[src/rtl/fetch_unit.sv]
// Instruction fetch stage: holds the PC, issues one word read per cycle and hands
// PC-tagged instructions to decode. Optional macro FETCH_ALIGN_CHECK_EN faults on misaligned redirects.
module fetch_unit #(
  parameter int unsigned       ADDR_W     = 32,
  parameter int unsigned       DATA_W     = 32,
  parameter logic [ADDR_W-1:0] START_ADDR = 32'h80020000
) (
  input  logic              clock,
  input  logic              reset,
  input  logic              stall,
  input  logic              redirect,
  input  logic [ADDR_W-1:0] redirect_pc,
  output logic [ADDR_W-1:0] mem_address,
  output logic [1:0]        mem_access_size,
  output logic              mem_rw,
  output logic              mem_enable,
  input  logic [DATA_W-1:0] mem_data,
  input  logic              mem_busy,
  output logic [DATA_W-1:0] insn,
  output logic [ADDR_W-1:0] insn_pc,
  output logic              insn_valid,
  output logic              fetch_fault
);

  typedef enum logic [1:0] {StIdle, StRun, StFault} state_e;

  state_e              r_state;
  state_e              w_state_next;
  logic [ADDR_W-1:0]   r_pc;
  logic                r_req_valid;
  logic [ADDR_W-1:0]   r_req_pc;
  logic [DATA_W-1:0]   r_insn;
  logic [ADDR_W-1:0]   r_insn_pc;
  logic                r_insn_valid;
  logic                r_fault;
  logic                w_misaligned;
  logic [ADDR_W-1:0]   w_redirect_pc;

`ifdef FETCH_ALIGN_CHECK_EN
  assign w_misaligned  = (redirect_pc[1:0] != 2'b00);
  assign w_redirect_pc = redirect_pc;
`else
  // Low address bits are silently dropped; the fault path is unreachable.
  assign w_misaligned  = 1'b0;
  assign w_redirect_pc = redirect_pc & ~{{(ADDR_W-2){1'b0}}, 2'b11};
`endif

  always_ff @(posedge clock) begin
    if (reset) begin
      r_state <= StIdle;
    end else begin
      r_state <= w_state_next;
    end
  end

  always_comb begin
    w_state_next = r_state;
    unique case (r_state)
      StIdle:  w_state_next = StRun;
      StRun:   if (redirect && w_misaligned) w_state_next = StFault;
      StFault: w_state_next = StFault;
      default: w_state_next = StIdle;
    endcase
  end

  always_comb begin
    mem_enable = 1'b0;
    if (r_state == StRun) begin
      mem_enable = !(stall && r_insn_valid) && !redirect;
    end
  end

  assign mem_address     = r_pc;
  assign mem_access_size = 2'b00;
  assign mem_rw          = 1'b1;
  assign insn            = r_insn;
  assign insn_pc         = r_insn_pc;
  assign insn_valid      = r_insn_valid;
  assign fetch_fault     = r_fault;

  always_ff @(posedge clock) begin
    if (reset) begin
      r_pc         <= START_ADDR;
      r_req_valid  <= 1'b0;
      r_req_pc     <= '0;
      r_insn       <= '0;
      r_insn_pc    <= '0;
      r_insn_valid <= 1'b0;
      r_fault      <= 1'b0;
    end else if (r_state == StRun) begin
      if (redirect) begin
        r_req_valid  <= 1'b0;
        r_insn_valid <= 1'b0;
        if (w_misaligned) begin
          r_fault <= 1'b1;
        end else begin
          r_pc <= w_redirect_pc;
        end
      end else if (stall && r_insn_valid) begin
        // Decode holds the current insn; the in-flight word is dropped and re-fetched later.
        if (r_req_valid) begin
          r_pc        <= r_req_pc;
          r_req_valid <= 1'b0;
        end
      end else if (mem_busy && r_req_valid) begin
        r_pc         <= r_req_pc;
        r_req_valid  <= 1'b0;
        r_insn_valid <= 1'b0;
      end else begin
        if (r_req_valid) begin
          r_insn       <= mem_data;
          r_insn_pc    <= r_req_pc;
          r_insn_valid <= 1'b1;
        end else begin
          r_insn_valid <= 1'b0;
        end
        r_req_valid <= 1'b1;
        r_req_pc    <= r_pc;
        r_pc        <= r_pc + ADDR_W'(4);
      end
    end
  end

endmodule

[config.mk]
export PLATFORM = sky130hd
export DESIGN_NAME = fetch_unit
export DESIGN_NICKNAME = d
export VERILOG_FILES = /design/src/rtl/fetch_unit.sv
export SDC_FILE = /design/constraint.sdc
export NUM_CORES = 1
export LEC_CHECK = 0
export BUFFER_PORTS_ARGS = -buffer_cell sky130_fd_sc_hd__clkbuf_2
export CAP_MARGIN = 20
export CORE_MARGIN = 2
export CORE_UTILIZATION = 45
export CTS_CLUSTER_SIZE = 20
export DETAILED_ROUTE_END_ITERATION = 10
export PLACE_DENSITY = 0.7
export SYNTH_ARGS = -nofsm -noshare
export SYNTH_HDL_FRONTEND = slang
export SYNTH_SLANG_ARGS = --single-unit
[constraint.sdc]
create_clock -name clock -period 3.95 [get_ports clock]
set_input_delay 1.185 -clock clock [delete_from_list [all_inputs] [get_ports clock]]
set_output_delay 1.185 -clock clock [all_outputs]
set_load 0.03 [all_outputs]
======== Yosys cells after proc, flatten, opt, wreduce, memory -nomap -nowiden ========
Index checks and enable logic that the tools add are counted.
storage, ports and cells
  output and inout bits ................... 102
  flip-flop bits (word level) ............. 132
  input port bits ......................... 69
  logic and storage cells ................. 38
operators by class
  reduce and logical (&&, ||, !) cells .... 10
  bitwise operators ....................... 3
  multiplexer cells ....................... 13
  equality and inequality tests ........... 4
  add/subtract/negate cells ............... 1
operator list
  kind                                           number
  2-to-1 mux 32 bit                              4
  adder 32 x 3 -> 32 bit, second input constant  1
  2-to-1 mux 1 bit                               8
  one-hot mux 2 bit (3 select lines)             1
  AND reduction 5 bit                            1
  AND reduction 2 bit                            2
  AND reduction 4 bit                            1
  logical AND 1 bit                              3
  != test 3 bit, second input constant           1
  NOT 1 bit                                      3
  == test 2 x 1 -> 1 bit, second input constant  1
  == test 2 bit, second input constant           1
  zero test 1 bit                                2
  zero test 2 bit                                1
  != test 2 bit, second input constant           1

======== Longest topological paths before layout ========
Gate-level depths: netlist of run 1.
  word-level depth ........................ 4
  mapped depth ............................ 8
  depth with buffers taken out ............ 6

======== Worst setup path after synthesis of run 1 ========
OpenSTA, ideal clock, no wires.
  path type ............................... input port to output port
  from .................................... in redirect
  to ...................................... out mem_enable
  cell stages on the path ................. 3
  required time ........................... 2765 ps
  path buffers ............................ 1
  data arrival time ....................... 1778 ps
  path slack .............................. 987 ps
  cells stage by stage .................... buf_2 > a21oi_1 > and2_2
between the ends
  longest elaborated chain between the ends .. 3
ends and longest elaborated chain
  what               line  source
  from (decl)        11    input logic redirect,
  zero test 1 bit    69    mem_enable = !(stall && r_insn_valid) && !redirect;
  logical AND 1 bit  69
  2-to-1 mux 1 bit   68    if (r_state == StRun) begin
  to (decl)          16    output logic mem_enable,
Every way passes these cells.

======== Worst setup path in the final report of run 1 ========
  from .................................... in stall
  to ...................................... out mem_enable
between the ends
  longest elaborated chain between the ends .. 4
ends and longest elaborated chain
  what               line  source
  from (decl)        10    input logic stall,
  logical AND 1 bit  69
  zero test 1 bit    69
  logical AND 1 bit  69
  2-to-1 mux 1 bit   68
Every way passes these cells.

==> results of run 1 <==
[metrics by stage]
stage / hold slack, ns / total power, mW / area [µm²] / cells / worst slack (ns)
final: 0.444 / 3.21 / 7120 / 1034 / 0.765
after global routing: 0.457 / 3.31 / 7120 / 1034 / 0.756
after CTS: 0.442 / 3.22 / 7100 / 1033 / 0.779
after detailed placement: 0.435 / 1.71 / 6520 / 1002 / 0.783
after global placement: 0.424 / 1.70 / 6520 / 1002 / 0.821
after floorplan: 0.414 / 1.61 / 5670 / 718 / 0.987
[state kept, by name, indices dropped and copies added (netlist names)]
register,cells
insn,32
insn_pc,32
mem_address,32
r_req_pc,32
r_state,2
insn_valid,1
r_req_valid,1
[logic make-up after synthesis]
logic type	share of synthesized area, %
multiplexers	0.177
AND/OR/NAND/NOR	24.2
other	0.133
adder cells (fa/ha/maj)	0.221
buffers and inverters	5.96
flip-flops	46.7
AO/OA/AOI/OAI	22.6
[worst register-to-register path: stages, from the launching register on]
cell     delay [ns]
dfxtp_1        0.48
ha_1           0.24
nand3_2        0.23
nor4_4         0.61
nand2_2        0.14
or4_1          0.41
a31oi_1        0.16
[cell type report]
class	count	area, µm²	area share (%)
Clock buffer	28	537	7.53
Timing Repair Buffer	179	968	13.6
Clock inverter	3	40.0	0.562
Multi-Input combinational cell	516	2700	37.8
Inverter	8	30.0	0.421
Tap cell	168	210	2.95
Sequential cell	132	2640	37.1
[metal layers]
layer	global-route usage, %	up-vias	share of wire, %
li1	-	2797	-
met1	32.2	2724	42
met2	40.9	214	49
met3	5.24	26	6.7
met4	9.84	0	1.9
met5	0	-	0
[synth_stat cells (all sizes together) (4+ instances only)]
master / number
and3: 5
o21ai: 24
a31oi: 9
a222oi: 7
nand2: 212
nor2: 21
a22o: 6
or3: 4
nor4: 9
nand3: 20
nor2b: 4
o311ai: 4
a21oi: 112
nor3: 8
buf: 16
a221oi: 7
nand4: 8
inv: 8
o211ai: 6
dfxtp: 132
a221o: 9
o32ai: 5
clkbuf: 46
[layout by cell type (no fill, tap or decap), types with 2 or more instances in the layout]
cell / instances
or3_1: 4
nor3_1: 8
nor2_1: 21
a222oi_1: 7
a211oi_1: 2
nor4_4: 2
clkbuf_1: 4
nand4_1: 7
a22oi_1: 2
o211ai_1: 6
a221o_1: 8
a31oi_1: 9
buf_4: 14
nand3_1: 18
a21oi_1: 111
o41a_1: 2
clkinv_2: 2
a311oi_1: 2
conb_1: 4
o311ai_0: 4
a221oi_1: 7
and3_1: 5
o21ai_0: 24
nand2_1: 211
and4_1: 2
clkbuf_8: 7
a22o_1: 6
o32ai_1: 5
clkbuf_16: 17
nor4_1: 7
and2_1: 2
nor2b_1: 4
inv_1: 8
a32oi_1: 2
dfxtp_1: 132
clkbuf_2: 163
[path summary, 6_finish.rpt]
check | from | to
setup / recovery | stall | mem_enable
hold / removal | r_state[0] | r_state[1]
setup reg to reg | mem_address[2] | mem_address[22]
hold reg to reg | r_state[0] | r_state[1]
[power by group]
part	switching, mW	total (mW)	internal (mW)	leakage [nW]
Sequential	0.0461	1.41	1.36	1.07
Clock	0.541	1.52	0.978	0.286
Combinational	0.183	0.278	0.0951	1.43
Total	0.769	3.21	2.44	2.79
==> qor.csv, run 1 <==
stage,metric,value,unit
power_and_ir_drop,cellPowerDensity,450,mW/mm²
clock_tree,clockRootBuffer,clkbuf_16,
detailed_routing,drtPass1Iterations,5,
cells_and_area,utilization,58.6,%
floorplanning,pin_count,171,
placed_design,place.port_buffers,164,
clock_tree,cts_hold_buf,0,
setup_path,rr_worst_depth,6,
detailed_routing,via_count,5761,
timing,period_share,80.6,%
detailed_routing,drt-initial-drc-count,553,
synthesis,netlist_area,0.00566,mm²
hold_path,hold-path-cell-count,1,
setup_path,critPathKind,in2out,
timing,relSlewSlack,51.8,%
grt,overflow,0,
timing,fin_tns_setup,0,ns
setup_path,slowest_stage,a21oi_1,
clock_tree,path_clk_slew,0.05,ns
floorplanning,start_util,46.6,%
power_and_ir_drop,ir_drop,291,µV
grt,grt_max_degree,108,
detailed_routing,via_per_inst,5.57,
synthesis,synth_top_area_share,46.7,%
timing,finalHoldViolCount,0,
cells_and_area,drive_gt1_share,25.2,%
synthesis,ys_warn_count,0,
outcome,status,"finished, final reports clean",
synthesis,synth_cells,716,
setup_path,cpMostUsedCell,clkbuf_2,
synthesis,syn_avg_cell_area,7.91,µm²
synthesis,synth_area_leaders,"dfxtp_1, nand2_1, a21oi_1",
hold_path,hold_class,reg2reg,
placed_design,dpl.hpwl,11100,µm
detailed_routing,wire_per_inst,16.1,µm
setup_path,crit_buf_inv,2,
clock_tree,ctsResizeCount,0,
synthesis,ys.flop_type,dfxtp_1,
setup_path,critPathMaxFanout,4,
floorplanning,die_h,116,µm
setup_path,worstPathCellList,clkbuf_2 -> a21oi_1 -> and2_2 -> clkbuf_2,
synthesis,synth-edff-count,0,
floorplanning,rows,40,
clock_tree,clk_latency,0.41,ns
timing,worst_pin_slew,0.723,ns
setup_path,crit_path_start_kind,input port,
clock_tree,cts_max_level,4,
clock_tree,cts-buffers-inserted,17,
grt,antenna_found_initial,0,
detailed_routing,antenna_left,0,
setup_path,reg2reg_slack,1.61,ns
placed_design,globalplace.congestion,0.838,
floorplanning,coreArea,0.0122,mm²
cells_and_area,final_nets,924,
clock_tree,postCtsSetupBuffers,0,
synthesis,yosys.area.top_type,dfxtp_1,
grt,grt_usage,24.9,%
synthesis,ys_async_sr_fraction,0,%
clock_tree,cts.sinks,132,
grt,grt_pass1_wl,26200,µm
setup_path,worst-path-stages,4,
timing,setup_viol,0,
timing,final.setup_skew,0.00518,ns
cells_and_area,syn2layout_area_growth,25.8,%
cells_and_area,n_fill_cell,1124,
synthesis,yosysSeqAreaShare,46.7,%
floorplanning,dieWidth,116,µm
detailed_routing,drc,0,
grt,grt_pass1_vias,5257,
timing,fmax,314,MHz
timing,final_max_slew_viol_count,0,
timing,grt_setup_unrepaired,no,
cells_and_area,n_antenna_cell,0,
detailed_routing,wl,16700,µm
synthesis,synth-seq-cells,132,
setup_path,cp.required,2.76,ns
timing,post-route-min-period,3.18,ns
clock_tree,cts_tree,built,
setup_path,cp_top_family,buffers and inverters,
setup_path,endpoint_kind,output port,
power_and_ir_drop,power.leakage,2.79,nW
run,max_cap_violations,0,
clock_tree,cts_buffer_depth,2,
setup_path,slowest_delay,0.25,ns
synthesis,synth.distinct_cells,60,
setup_path,crit_arrival,2.00,ns
floorplanning,dieArea,0.0135,mm²
(Power assumes the default switching activity.)
==> run 2, diff against run 1 <==
==> constraint.sdc (replaced) <==
create_clock -name clock -period 3 [get_ports clock]
set_input_delay 0.9 -clock clock [delete_from_list [all_inputs] [get_ports clock]]
set_output_delay 0.9 -clock clock [all_outputs]
set_load 0.03 [all_outputs]
==> qor.csv, run 2 (same netlist as run 1, synthesis figures left out) <==
stage,metric,value,unit,change
clock_tree,clk_latency,0.42,ns,about the same
floorplanning,dieWidth,116,µm,unchanged
placed_design,globalplace.congestion,0.865,,+3.2%
hold_path,min_from,r_state[0],,
floorplanning,coreArea,0.0122,mm²,unchanged
grt,grt_pass1_wl,25700,µm,-1.9%
setup_path,cp.required,2.10,ns,-0.66 ns
cells_and_area,final_cells,1037,,+0.29%
setup_path,critPathMaxFanout,4,,unchanged
detailed_routing,via_count,5685,,-1.3%
timing,grt_setup_unrepaired,no,,
timing,post-route-worst-setup-slack,0.418,ns,-0.347 ns
timing,final_max_slew_viol_count,0,,unchanged
run,max_cap_violations,0,,unchanged
placed_design,placed_cells,1007,,+0.50%
cells_and_area,layout_common_cells,"nand2_1, clkbuf_2, dfxtp_1, a21oi_1, o21ai_0",,
clock_tree,cts_tree,built,,
setup_path,rr_worst_depth,6,,unchanged
timing,fin_tns_setup,0,ns,unchanged
placed_design,dp_slack,0.410,ns,-0.373 ns
cells_and_area,final_nets,928,,+0.43%
detailed_routing,drc,0,,unchanged
clock_tree,cts-buffers-inserted,17,,unchanged
placed_design,detailed_place.area,0.00658,mm²,+0.96%
detailed_routing,drt-initial-drc-count,572,,+3.4%
power_and_ir_drop,p_seq_share,45.3,%,+1.3 points
clock_tree,cts.sinks,132,,unchanged
detailed_routing,antenna_left,0,,unchanged
power_and_ir_drop,p_total,4.09,mW,+28%
timing,post-route-min-period,2.58,ns,
power_and_ir_drop,cellPowerDensity,576,mW/mm²,+28%
cells_and_area,n_fill_cell,1117,,-0.62%
floorplanning,pin_count,171,,unchanged
power_and_ir_drop,clkPwrFrac,45.6,%,-1.8 points
hold_path,min_to,r_state[1],,
power_and_ir_drop,switching_share,24.9,%,+0.89 points
floorplanning,rows,40,,unchanged
timing,hold_ws,0.444,ns,+0.000507 ns
clock_tree,cts_hold_buf,0,,unchanged
detailed_routing,wire_per_inst,15.8,µm,-2.2%
hold_path,hold-path-cell-count,1,,unchanged
cells_and_area,mostFrequentLayoutCell,nand2_1,,
setup_path,r2r_end,mem_address[22],,
grt,grt_pass1_vias,5259,,+0.038%
setup_path,crit_arrival,1.68,ns,-0.32 ns
power_and_ir_drop,p_switching,1.02,mW,+32%
hold_path,hold_class,reg2reg,,
clock_tree,cts_buffer_depth,2,,unchanged
timing,relSlewSlack,55.5,%,+3.7 points
detailed_routing,via_per_inst,5.48,,-1.6%
grt,grt_usage,24.6,%,-0.27 points
cells_and_area,register_area,0.00264,mm²,unchanged
detailed_routing,drtPass1Iterations,5,,unchanged
power_and_ir_drop,power.leakage,2.80,nW,+0.30%
setup_path,crit_path_start_kind,input port,,
cells_and_area,syn2layout_area_growth,25.6,%,
cells_and_area,drive_gt1_share,25.5,%,+0.37 points
outcome,status,"finished, final reports clean",,
grt,antenna_found_initial,0,,unchanged
cells_and_area,n_antenna_cell,0,,unchanged
floorplanning,die_h,116,µm,unchanged
setup_path,endpoint_kind,output port,,
clock_tree,ctsResizeCount,0,,unchanged
timing,fmax,387,MHz,
placed_design,dpl.hpwl,10700,µm,-3.6%
timing,setup_viol,0,,unchanged
timing,final.setup_skew,0.0109,ns,+0.00574 ns
clock_tree,path_clk_slew,0.05,ns,about the same
clock_tree,postCtsSetupBuffers,0,,unchanged
power_and_ir_drop,combPwrFrac,9.0,%,+0.3 points
power_and_ir_drop,internal_power,3.08,mW,+26%
timing,worst_pin_slew,0.661,ns,-0.0611 ns
cells_and_area,fin_area,0.00711,mm²,-0.16%
placed_design,place.port_buffers,164,,unchanged
power_and_ir_drop,ir_drop,388,µV,+33%
clock_tree,clockRootBuffer,clkbuf_16,,
setup_path,critPathKind,in2out,,
grt,overflow,0,,unchanged
clock_tree,cts_max_level,4,,unchanged
setup_path,reg2reg_slack,0.64,ns,-0.97 ns
setup_path,reg2reg_from,mem_address[2],,
cells_and_area,multi_input_area,0.00270,mm²,unchanged
cells_and_area,utilization,58.5,%,-0.093 points
floorplanning,dieArea,0.0135,mm²,unchanged
floorplanning,start_util,46.6,%,unchanged
timing,finalHoldViolCount,0,,unchanged
grt,grt_max_degree,125,,+16%
detailed_routing,wl,16400,µm,-1.9%
timing,period_share,86.1,%,
-- run 2: changes by cell type in the layout (fill, tap and decap cells not counted), sizes merged --
cell	delta
bufinv	-1
clkbuf	-3
clkinv	+3
buf	+4
-- run 2: cell type report --
| cell class | count | share of cell area [%] |
|---|---|---|
| clock inverter | 5 | 0.352 |
| sequential | 132 | 37.2 |
| timing repair buffer | 183 | 14.1 |
| tap | 168 | 2.96 |
| clock buffer | 25 | 7.11 |
| inverter | 8 | 0.422 |
| multi-input combinational | 516 | 37.9 |
-- run 2: worst max path at each step --
stage,from,cells past startpoint,endpoint
5_1_grt,stall,4,mem_enable
2_1_floorplan,redirect,3,mem_enable
3_3_place_gp,redirect,8,mem_address[22]
6_report,stall,4,mem_enable
4_1_cts,stall,4,mem_enable
3_5_place_dp,redirect,8,mem_address[22]
-- run 2: layer usage --
| metal | vias to the layer above | GRT usage, % | share of wire [%] | wire length (µm) |
|---|---|---|---|---|
| li1 | 2796 | - | - | - |
| met1 | 2636 | 31.7 | 43 | 7050 |
| met2 | 227 | 39.0 | 47 | 7740 |
| met3 | 26 | 7.16 | 7.3 | 1200 |
| met4 | 0 | 9.84 | 2.2 | 360 |
| met5 | - | 0 | 0 | 0 |
-- run 2: worst max-delay path: stages --
cell      delay [ns]
clkbuf_2        0.11
a21oi_1         0.23
and2_2          0.21
clkbuf_2        0.22
-- run 2: power by group through the flow --
stage / clock network, mW / logic, mW / registers, mW
after CTS: 1.90 / 0.369 / 1.85
after floorplan: 0 / 0.189 / 1.93
after global routing: 1.98 / 0.403 / 1.86
final: 1.87 / 0.370 / 1.86
after global placement: 0 / 0.362 / 1.89
after detailed placement: 0 / 0.367 / 1.89
